File: src/rtl/tlul_ddr4_gate.sv
// TL-UL gate in front of the DDR4 subsystem: holds traffic until
// calibration, caps outstanding requests and answers out-of-window locally.
package tlul_ddr4_pkg;

    localparam logic [2:0] OpPutFull       = 3'd0;
    localparam logic [2:0] OpPutPartial    = 3'd1;
    localparam logic [2:0] OpGet           = 3'd4;
    localparam logic [2:0] OpAccessAck     = 3'd0;
    localparam logic [2:0] OpAccessAckData = 3'd1;

    typedef struct packed {
        logic        a_valid;
        logic [2:0]  a_opcode;
        logic [2:0]  a_param;
        logic [1:0]  a_size;
        logic [7:0]  a_source;
        logic [31:0] a_address;
        logic [3:0]  a_mask;
        logic [31:0] a_data;
        logic        d_ready;
    } tl_h2d_t;

    typedef struct packed {
        logic        d_valid;
        logic [2:0]  d_opcode;
        logic [2:0]  d_param;
        logic [1:0]  d_size;
        logic [7:0]  d_source;
        logic        d_sink;
        logic [31:0] d_data;
        logic        d_error;
        logic        a_ready;
    } tl_d2h_t;

endpackage

module tlul_ddr4_gate
    import tlul_ddr4_pkg::*;
#(
    parameter int unsigned MaxOutstanding = 4,
    parameter logic [31:0] BaseAddr       = 32'h8000_0000,
    parameter logic [31:0] WindowSize     = 32'h4000_0000,
    parameter int unsigned TimeoutCycles  = 1024
) (
    input  logic       clk_i,
    input  logic       rst_i,
    input  logic       init_calib_done_i,
    input  tl_h2d_t    tl_h_i,
    output tl_d2h_t    tl_h_o,
    output tl_h2d_t    tl_d_o,
    input  tl_d2h_t    tl_d_i,
    output logic [3:0] outstanding_o,
    output logic       ready_o,
    output logic       timeout_o
);

    localparam int TW = $clog2(TimeoutCycles + 1);

    typedef enum logic [1:0] {
        CalibWait,
        Run,
        ErrRsp
    } state_e;

    state_e        state_q, state_d;
    logic          calib_s1_q, calib_s2_q;
    logic [3:0]    count_q, count_d;
    logic [TW-1:0] timer_q, timer_d;
    logic          timeout_q, timeout_d;
    logic [2:0]    err_op_q, err_op_d;
    logic [7:0]    err_src_q, err_src_d;
    logic [1:0]    err_size_q, err_size_d;

    logic in_win, is_run, accept_ok, err_take;
    logic a_hs, d_hs, d_cnt;

    assign in_win    = (tl_h_i.a_address & ~(WindowSize - 32'd1)) == BaseAddr;
    assign is_run    = (state_q == Run);
    assign accept_ok = is_run && calib_s2_q && (count_q < 4'(MaxOutstanding));
    // Out-of-window requests are only answered once the device side is idle,
    // so the local error response cannot overtake an in-flight device beat.
    assign err_take  = is_run && calib_s2_q && tl_h_i.a_valid && !in_win
                       && (count_q == 4'd0);

    always_comb begin
        tl_d_o         = tl_h_i;
        tl_d_o.a_valid = 1'b0;
        tl_d_o.d_ready = 1'b0;
        tl_h_o         = tl_d_i;
        tl_h_o.a_ready = 1'b0;
        tl_h_o.d_valid = 1'b0;
        if (!rst_i) begin
            unique case (state_q)
                Run: begin
                    tl_d_o.a_valid = tl_h_i.a_valid && in_win && accept_ok;
                    tl_d_o.d_ready = tl_h_i.d_ready;
                    tl_h_o.a_ready = (tl_d_i.a_ready && in_win && accept_ok)
                                     || err_take;
                    tl_h_o.d_valid = tl_d_i.d_valid;
                end
                ErrRsp: begin
                    tl_h_o.d_valid  = 1'b1;
                    tl_h_o.d_opcode = (err_op_q == OpGet) ? OpAccessAckData
                                                          : OpAccessAck;
                    tl_h_o.d_param  = 3'd0;
                    tl_h_o.d_size   = err_size_q;
                    tl_h_o.d_source = err_src_q;
                    tl_h_o.d_sink   = 1'b0;
                    tl_h_o.d_data   = 32'd0;
                    tl_h_o.d_error  = 1'b1;
                end
                default: ;
            endcase
        end
    end

    assign a_hs  = tl_d_o.a_valid && tl_d_i.a_ready;
    assign d_hs  = tl_d_i.d_valid && tl_d_o.d_ready;
    assign d_cnt = d_hs && (count_q != 4'd0);

    always_comb begin
        count_d = count_q;
        if (a_hs && !d_cnt) begin
            count_d = count_q + 4'd1;
        end else if (!a_hs && d_cnt) begin
            count_d = count_q - 4'd1;
        end

        timer_d = timer_q;
        if (d_hs || count_q == 4'd0) begin
            timer_d = '0;
        end else if (timer_q != '1) begin
            timer_d = timer_q + TW'(1);
        end
        timeout_d = timeout_q || (timer_q == TW'(TimeoutCycles - 1));

        state_d    = state_q;
        err_op_d   = err_op_q;
        err_src_d  = err_src_q;
        err_size_d = err_size_q;
        unique case (state_q)
            CalibWait: begin
                if (calib_s2_q) state_d = Run;
            end
            Run: begin
                if (err_take) begin
                    state_d    = ErrRsp;
                    err_op_d   = tl_h_i.a_opcode;
                    err_src_d  = tl_h_i.a_source;
                    err_size_d = tl_h_i.a_size;
                end else if (!calib_s2_q && count_q == 4'd0) begin
                    state_d = CalibWait;
                end
            end
            ErrRsp: begin
                if (tl_h_i.d_ready) state_d = Run;
            end
            default: state_d = CalibWait;
        endcase
    end

    always_ff @(posedge clk_i) begin
        if (rst_i) begin
            state_q    <= CalibWait;
            calib_s1_q <= 1'b0;
            calib_s2_q <= 1'b0;
            count_q    <= 4'd0;
            timer_q    <= '0;
            timeout_q  <= 1'b0;
            err_op_q   <= 3'd0;
            err_src_q  <= 8'd0;
            err_size_q <= 2'd0;
        end else begin
            state_q    <= state_d;
            calib_s1_q <= init_calib_done_i;
            calib_s2_q <= calib_s1_q;
            count_q    <= count_d;
            timer_q    <= timer_d;
            timeout_q  <= timeout_d;
            err_op_q   <= err_op_d;
            err_src_q  <= err_src_d;
            err_size_q <= err_size_d;
        end
    end

    assign outstanding_o = count_q;
    assign ready_o       = (state_q == Run) || (state_q == ErrRsp);
    assign timeout_o     = timeout_q;

    d_beat_while_idle: assert property (
        @(posedge clk_i) disable iff (rst_i) !(d_hs && count_q == 4'd0)
    );

endmodule

File: config.mk
export PLATFORM = sky130hd
export DESIGN_NAME = tlul_ddr4_gate
export DESIGN_NICKNAME = d
export VERILOG_FILES = /design/src/rtl/tlul_ddr4_gate.sv
export SDC_FILE = /design/constraint.sdc
export NUM_CORES = 1
export LEC_CHECK = 0
export CAP_MARGIN = 20
export CORE_AREA = 2 2 109 111
export DETAILED_ROUTE_END_ITERATION = 8
export DIE_AREA = 0 0 111 113
export GPL_TIMING_DRIVEN = 0
export PLACE_DENSITY_LB_ADDON = 0.12
export SLEW_MARGIN = 20
export SYNTH_ARGS = -nofsm -noshare
export SYNTH_HDL_FRONTEND = slang
export SYNTH_SLANG_ARGS = --single-unit
File: constraint.sdc
create_clock -name clk_i -period 6.34 [get_ports clk_i]
set_input_delay 0.951 -clock clk_i [delete_from_list [all_inputs] [get_ports clk_i]]
set_output_delay 0.951 -clock clk_i [all_outputs]
set_load 0.02 [all_outputs]
-- Word-level counts from Yosys, hierarchy flattened
Index checks and enable logic that the tools add are counted.
- add/sub/neg operators: 3
- muxes and demuxes: 16
- magnitude comparators: 1
- eq/ne operators: 9
- reductions and logical operators: 30
- operators with widths (cell ; count):
    52-bit two-way mux ; 1
    50-bit two-way mux ; 1
    1-bit logical AND ; 15
    11-bit by 1-bit adder with 11-bit output, second input constant ; 1
    11-bit by 10-bit equality test with 1-bit output, second input constant ; 1
    11-bit inequality test, second input constant ; 1
    2-bit two-way mux ; 4
    4-bit two-way mux ; 2
    1-bit two-way mux ; 6
    2-bit case mux with 3 select lines ; 1
    4-bit by 1-bit adder with 4-bit output, second input constant ; 1
    2-bit equality test, second input constant ; 2
    1-bit zero test ; 4
    4-bit zero test ; 1
    1-bit logical OR ; 4
    4-bit by 3-bit < comparator with 1-bit output, second input constant ; 1
    2-bit inequality test, second input constant ; 2
    4-bit nonzero test ; 1
    4-bit by 1-bit subtractor with 4-bit output, second input constant ; 1
    3-bit equality test, second input constant ; 1
    3-bit by 1-bit inequality test with 1-bit output, second input constant ; 1
    3-bit AND reduction ; 1
    2-bit by 1-bit equality test with 1-bit output, second input constant ; 1
    2-bit zero test ; 1
    4 further kinds ; 4
- logic and storage cells: 68
- register bits: 33
- bits of input ports: 141
- output and inout bits: 144

-- Depth between registers and ports, before layout
- depth in word-level cells: 11
- depth in mapped cells: 13
- depth with buffers taken out: 13

-- Worst setup path before layout
OpenSTA, ideal clock, no wires.
- path type: input to register
- start: in tl_h_i[67] (netlist name)
- end: reg count_q[3], in the netlist outstanding_o[3]
- library setup time: 0.121 ns
- stages on the path: 11
- required time: 6.219 ns
- arrival: 2.925 ns
- slack: 3.294 ns
- buffers on the path: 0
- path through: nand2b_1 nor4_1 nand2_1 nor3b_1 ha_1 inv_1 ha_1 a21oi_1 a211oi_1 a31oi_1 mux2_2
- word-level cells in the longest chain between the ends: 9
- elaborated cells between the ends (all ways): 11
- classes of those cells: eq/ne (1); mux (3); reduce/logical (7)
- ends and longest elaborated chain (what ; RTL line ; source):
    start, declared ; 48 ; input tl_h2d_t tl_h_i,
    2-bit equality test (*) ; 77 ; assign in_win = (tl_h_i.a_address & ~(WindowSize - 32'd1)) == BaseAddr;
    1-bit logical AND (*) (2 in a row) ; 95 ; tl_d_o.a_valid = tl_h_i.a_valid && in_win && accept_ok;
    1-bit two-way mux (*) ; 93 ; unique case (state_q)
    1-bit two-way mux (*) ; 92 ; if (!rst_i) begin
    1-bit logical AND (*) ; 117 ; assign a_hs = tl_d_o.a_valid && tl_d_i.a_ready;
    1-bit zero test ; 125 ; end else if (!a_hs && d_cnt) begin
    1-bit logical AND ; 125 ;
    2-bit nonzero test (no line) ; n/a ;
    end signal, assigned ; 177 ; count_q <= count_d;
    end, declared ; 67 ; logic [3:0] count_q, count_d;
Mark *: on every way between the ends. The rest lies on a longest branch, timed or not.
A chain may end at the register's enable or synchronous reset.

==> flow_metrics.env <==
export IMPL_antenna_left=0
export IMPL_port_buffers=215
export IMPL_multi_input_area_um2=1220
export IMPL_seqCellArea_um2=661
export IMPL_vias_per_cell=4.09
export IMPL_p_sw_share_pct=26.5
export IMPL_syn_avg_cell_area_um2=8.36
export IMPL_end_kind="output pin"
export IMPL_slew_violations=0
export IMPL_drtIter0Drc=105
export IMPL_gr_total_overflow=0
export IMPL_post_cts_resized=0
export IMPL_drv_cap=0
export IMPL_finalSetupViolations=0
export IMPL_rsz0062_at_grt="false"
export IMPL_clkTransAtPathRegs_ps=50
export IMPL_yosysSeqAreaShare_pct=25.5
export IMPL_rows=39
export IMPL_instances_no_fill=676
export IMPL_irDropWorstVdd_v=0.000105
export IMPL_syn_area_um2=2590
export IMPL_track_usage_pct=14.9
export IMPL_setup_tns_ps=0
export IMPL_drc_errors=0
export IMPL_critPathLaunchType="input pin"
export IMPL_ctsLongestPathBuffers=2
export IMPL_fin_crit_ps=4280
export IMPL_clock_latency_ps=280
export IMPL_start_util_pct=23.0
export IMPL_grt_max_degree=11
export IMPL_die_w_um=111
export IMPL_antenna_cells=0
export IMPL_tightestPinTransition_ps=693
export IMPL_cts_sinks=33
export IMPL_dp_cells=668
export IMPL_met3_usage_pct=2.68
export IMPL_critical_path_required_ps=5390
export IMPL_synth_cells=310
export IMPL_drive_above_1_share_pct=19.9
export IMPL_core_um2=11300
export IMPL_area_growth_pct=96.6
export IMPL_routed_wl_mm=10.1
export IMPL_synth_nets=460
export IMPL_top_usage_layer="met2"
export IMPL_status="finished, final reports clean"
export IMPL_power_density_nw_per_um2=153
export IMPL_wl_per_cell_um=15.0
export IMPL_ys_ff_latch=33
export IMPL_p_sw_uw=207
export IMPL_synth_main_ff_cell="dfxtp_1"
export IMPL_grt_pass1_wl_mm=14.7
export IMPL_synth_cell_types=41
export IMPL_fin_crit_sh_pct=67.5
export IMPL_vias=2767
export IMPL_ys_warnings_count=0
export IMPL_synth_edff_count=0
export IMPL_antenna_found_initial=0
export IMPL_grt_use_met1_pct=17.3
export IMPL_post_cts_buffers=0
export IMPL_internal_power_uw=574
export IMPL_seq_power_share_pct=27.4
export IMPL_leakagePower_nw=2.18
export IMPL_hold_viol_final=0
export IMPL_holdBufCountCts=0
export IMPL_nFillCells=1103
export IMPL_clock_power_share_pct=36.2
export IMPL_cts_tree="built"
export IMPL_crit_arrival_ps=3330
export IMPL_htreeDepth=2
export IMPL_numCtsBuffers=5
export IMPL_die_area_um2=12500
export IMPL_async_flop_share_pct=0
export IMPL_hold_path_class="reg2reg"
export IMPL_firstDrtPassIters=5
export IMPL_gp_congestion=0.835
export IMPL_crit_path_max_fanout=10
export IMPL_crit_type="in2out"
export IMPL_clock_skew_ps=1.65
export IMPL_grt_pass1_vias=2642
export IMPL_slew_limit_headroom_pct=53.8
export IMPL_grt_util_met2_pct=28.2
export IMPL_clockRootBuffer="clkbuf_16"
export IMPL_dp_hpwl_mm=8.56
export IMPL_clock_fmax_ghz=0.234
export IMPL_die_y_um=113
export IMPL_combPwrFrac_pct=36.4
export IMPL_num_io_pins=285
export IMPL_fin_nets=682
## worst paths after layout
kind / from / endpoint / slack [ps] / cells past startpoint
setup / recovery: rst_i / tl_h_o[40] / 2060 / 5
hold / removal: calib_s1_q / calib_s2_q / 440 / 1
setup reg to reg: state_q[0] / outstanding_o[3] / 3270 / 12
hold reg to reg: calib_s1_q / calib_s2_q / 440 / 1
## through the flow
stage	setup WS, ps	cell area [um2]	hold slack (ps)	total power [mW]	util [%]
floorplan	3290	2590	414	0.356	-
global placement	1990	4920	427	0.502	43.7
detailed placement	2000	4920	431	0.503	43.7
CTS	2000	5090	443	0.788	45.2
global route	1950	5090	457	0.811	45.2
finish	2060	5090	445	0.781	45.2
## layer usage
| metal | routed length [um] | up-vias |
|---|---|---|
| met3 | 540 | 6 |
| met2 | 5350 | 132 |
| met1 | 4140 | 1244 |
| met5 | 0 | - |
| li1 | - | 1385 |
| met4 | 99 | 0 |
## cell type report
class                           count  share of cell area (%)
Sequential cell                    33                    13.0
Timing Repair Buffer              215                    42.2
Tap cell                          143                    3.51
Buffer                             96                    13.3
Multi-Input combinational cell    173                    24.0
Inverter                            8                   0.589
Clock buffer                        7                    2.80
Clock inverter                      1                   0.589
## registers in the layout (all words and copies together) (netlist names)
| signal | count |
|---|---|
| err_op_q | 3 |
| outstanding_o | 4 |
| timeout_o | 1 |
| calib_s2_q | 1 |
| err_src_q | 8 |
| timer_q | 11 |
| state_q | 2 |
| calib_s1_q | 1 |
| err_size_q | 2 |
## power groups by stage
stage                     Sequential (mW)  Clock [mW]  Combinational (mW)
after floorplan                     0.217           0               0.139
after global placement              0.218           0               0.284
after detailed placement            0.218           0               0.285
after CTS                           0.214       0.288               0.287
after global routing                0.214       0.297               0.300
final                               0.214       0.283               0.284
## cells in the final DEF, fill, tap and decap left out, drive strengths merged, types with 2 or more instances in the layout
| cell | synthesis | layout |
|---|---|---|
| clkbuf | 8 | 15 |
| mux2 | 12 | 12 |
| dfxtp | 33 | 33 |
| and2 | 38 | 38 |
| clkdlybuf4s50 | 0 | 215 |
| ha | 8 | 8 |
| and4 | 2 | 2 |
| buf | 88 | 88 |
| a31oi | 5 | 5 |
| nand3 | 6 | 6 |
| nor3b | 2 | 2 |
| o21bai | 2 | 2 |
| nand2 | 4 | 4 |
| or4 | 2 | 2 |
| a211oi | 4 | 4 |
| xnor2 | 3 | 3 |
| xor2 | 4 | 4 |
| nand4 | 2 | 2 |
| nor2b | 3 | 3 |
| inv | 8 | 8 |
| a21oi | 9 | 9 |
| nand2b | 5 | 5 |
| and3 | 2 | 2 |
| mux2i | 16 | 16 |
| nor4 | 2 | 2 |
| nor2 | 29 | 29 |
## Yosys cell counts, types with 5 or more instances
master | number | area (um2)
nand2b_1 | 5 | 31.3
nor2_1 | 29 | 109
mux2_2 | 11 | 124
buf_4 | 84 | 631
a21oi_1 | 9 | 45.0
ha_1 | 8 | 100
inv_1 | 8 | 30.0
dfxtp_1 | 33 | 661
mux2i_1 | 16 | 160
clkbuf_1 | 8 | 30.0
a31oi_1 | 5 | 31.3
nand3_1 | 6 | 30.0
and2_1 | 38 | 238
## cell families (layout without fill, tap and decap cells)
kind of cell	Yosys count	in the layout	synth area share (%)
AO/OA/AOI/OAI	26	26	6.42
XOR/XNOR	7	7	2.37
adder cells (fa/ha/maj)	9	9	4.64
buffers and inverters	104	327	27.4
flip-flops	33	33	25.5
multiplexers	28	28	11.4
AND/OR/NAND/NOR	103	103	22.3
## worst max-delay path: stages
cell and delay [ps]:
clkdlybuf4s50_1 520, nand2b_1 290, buf_1 580, mux2_2 400, clkdlybuf4s50_1 580
Power figures use the tool's default switching activity.
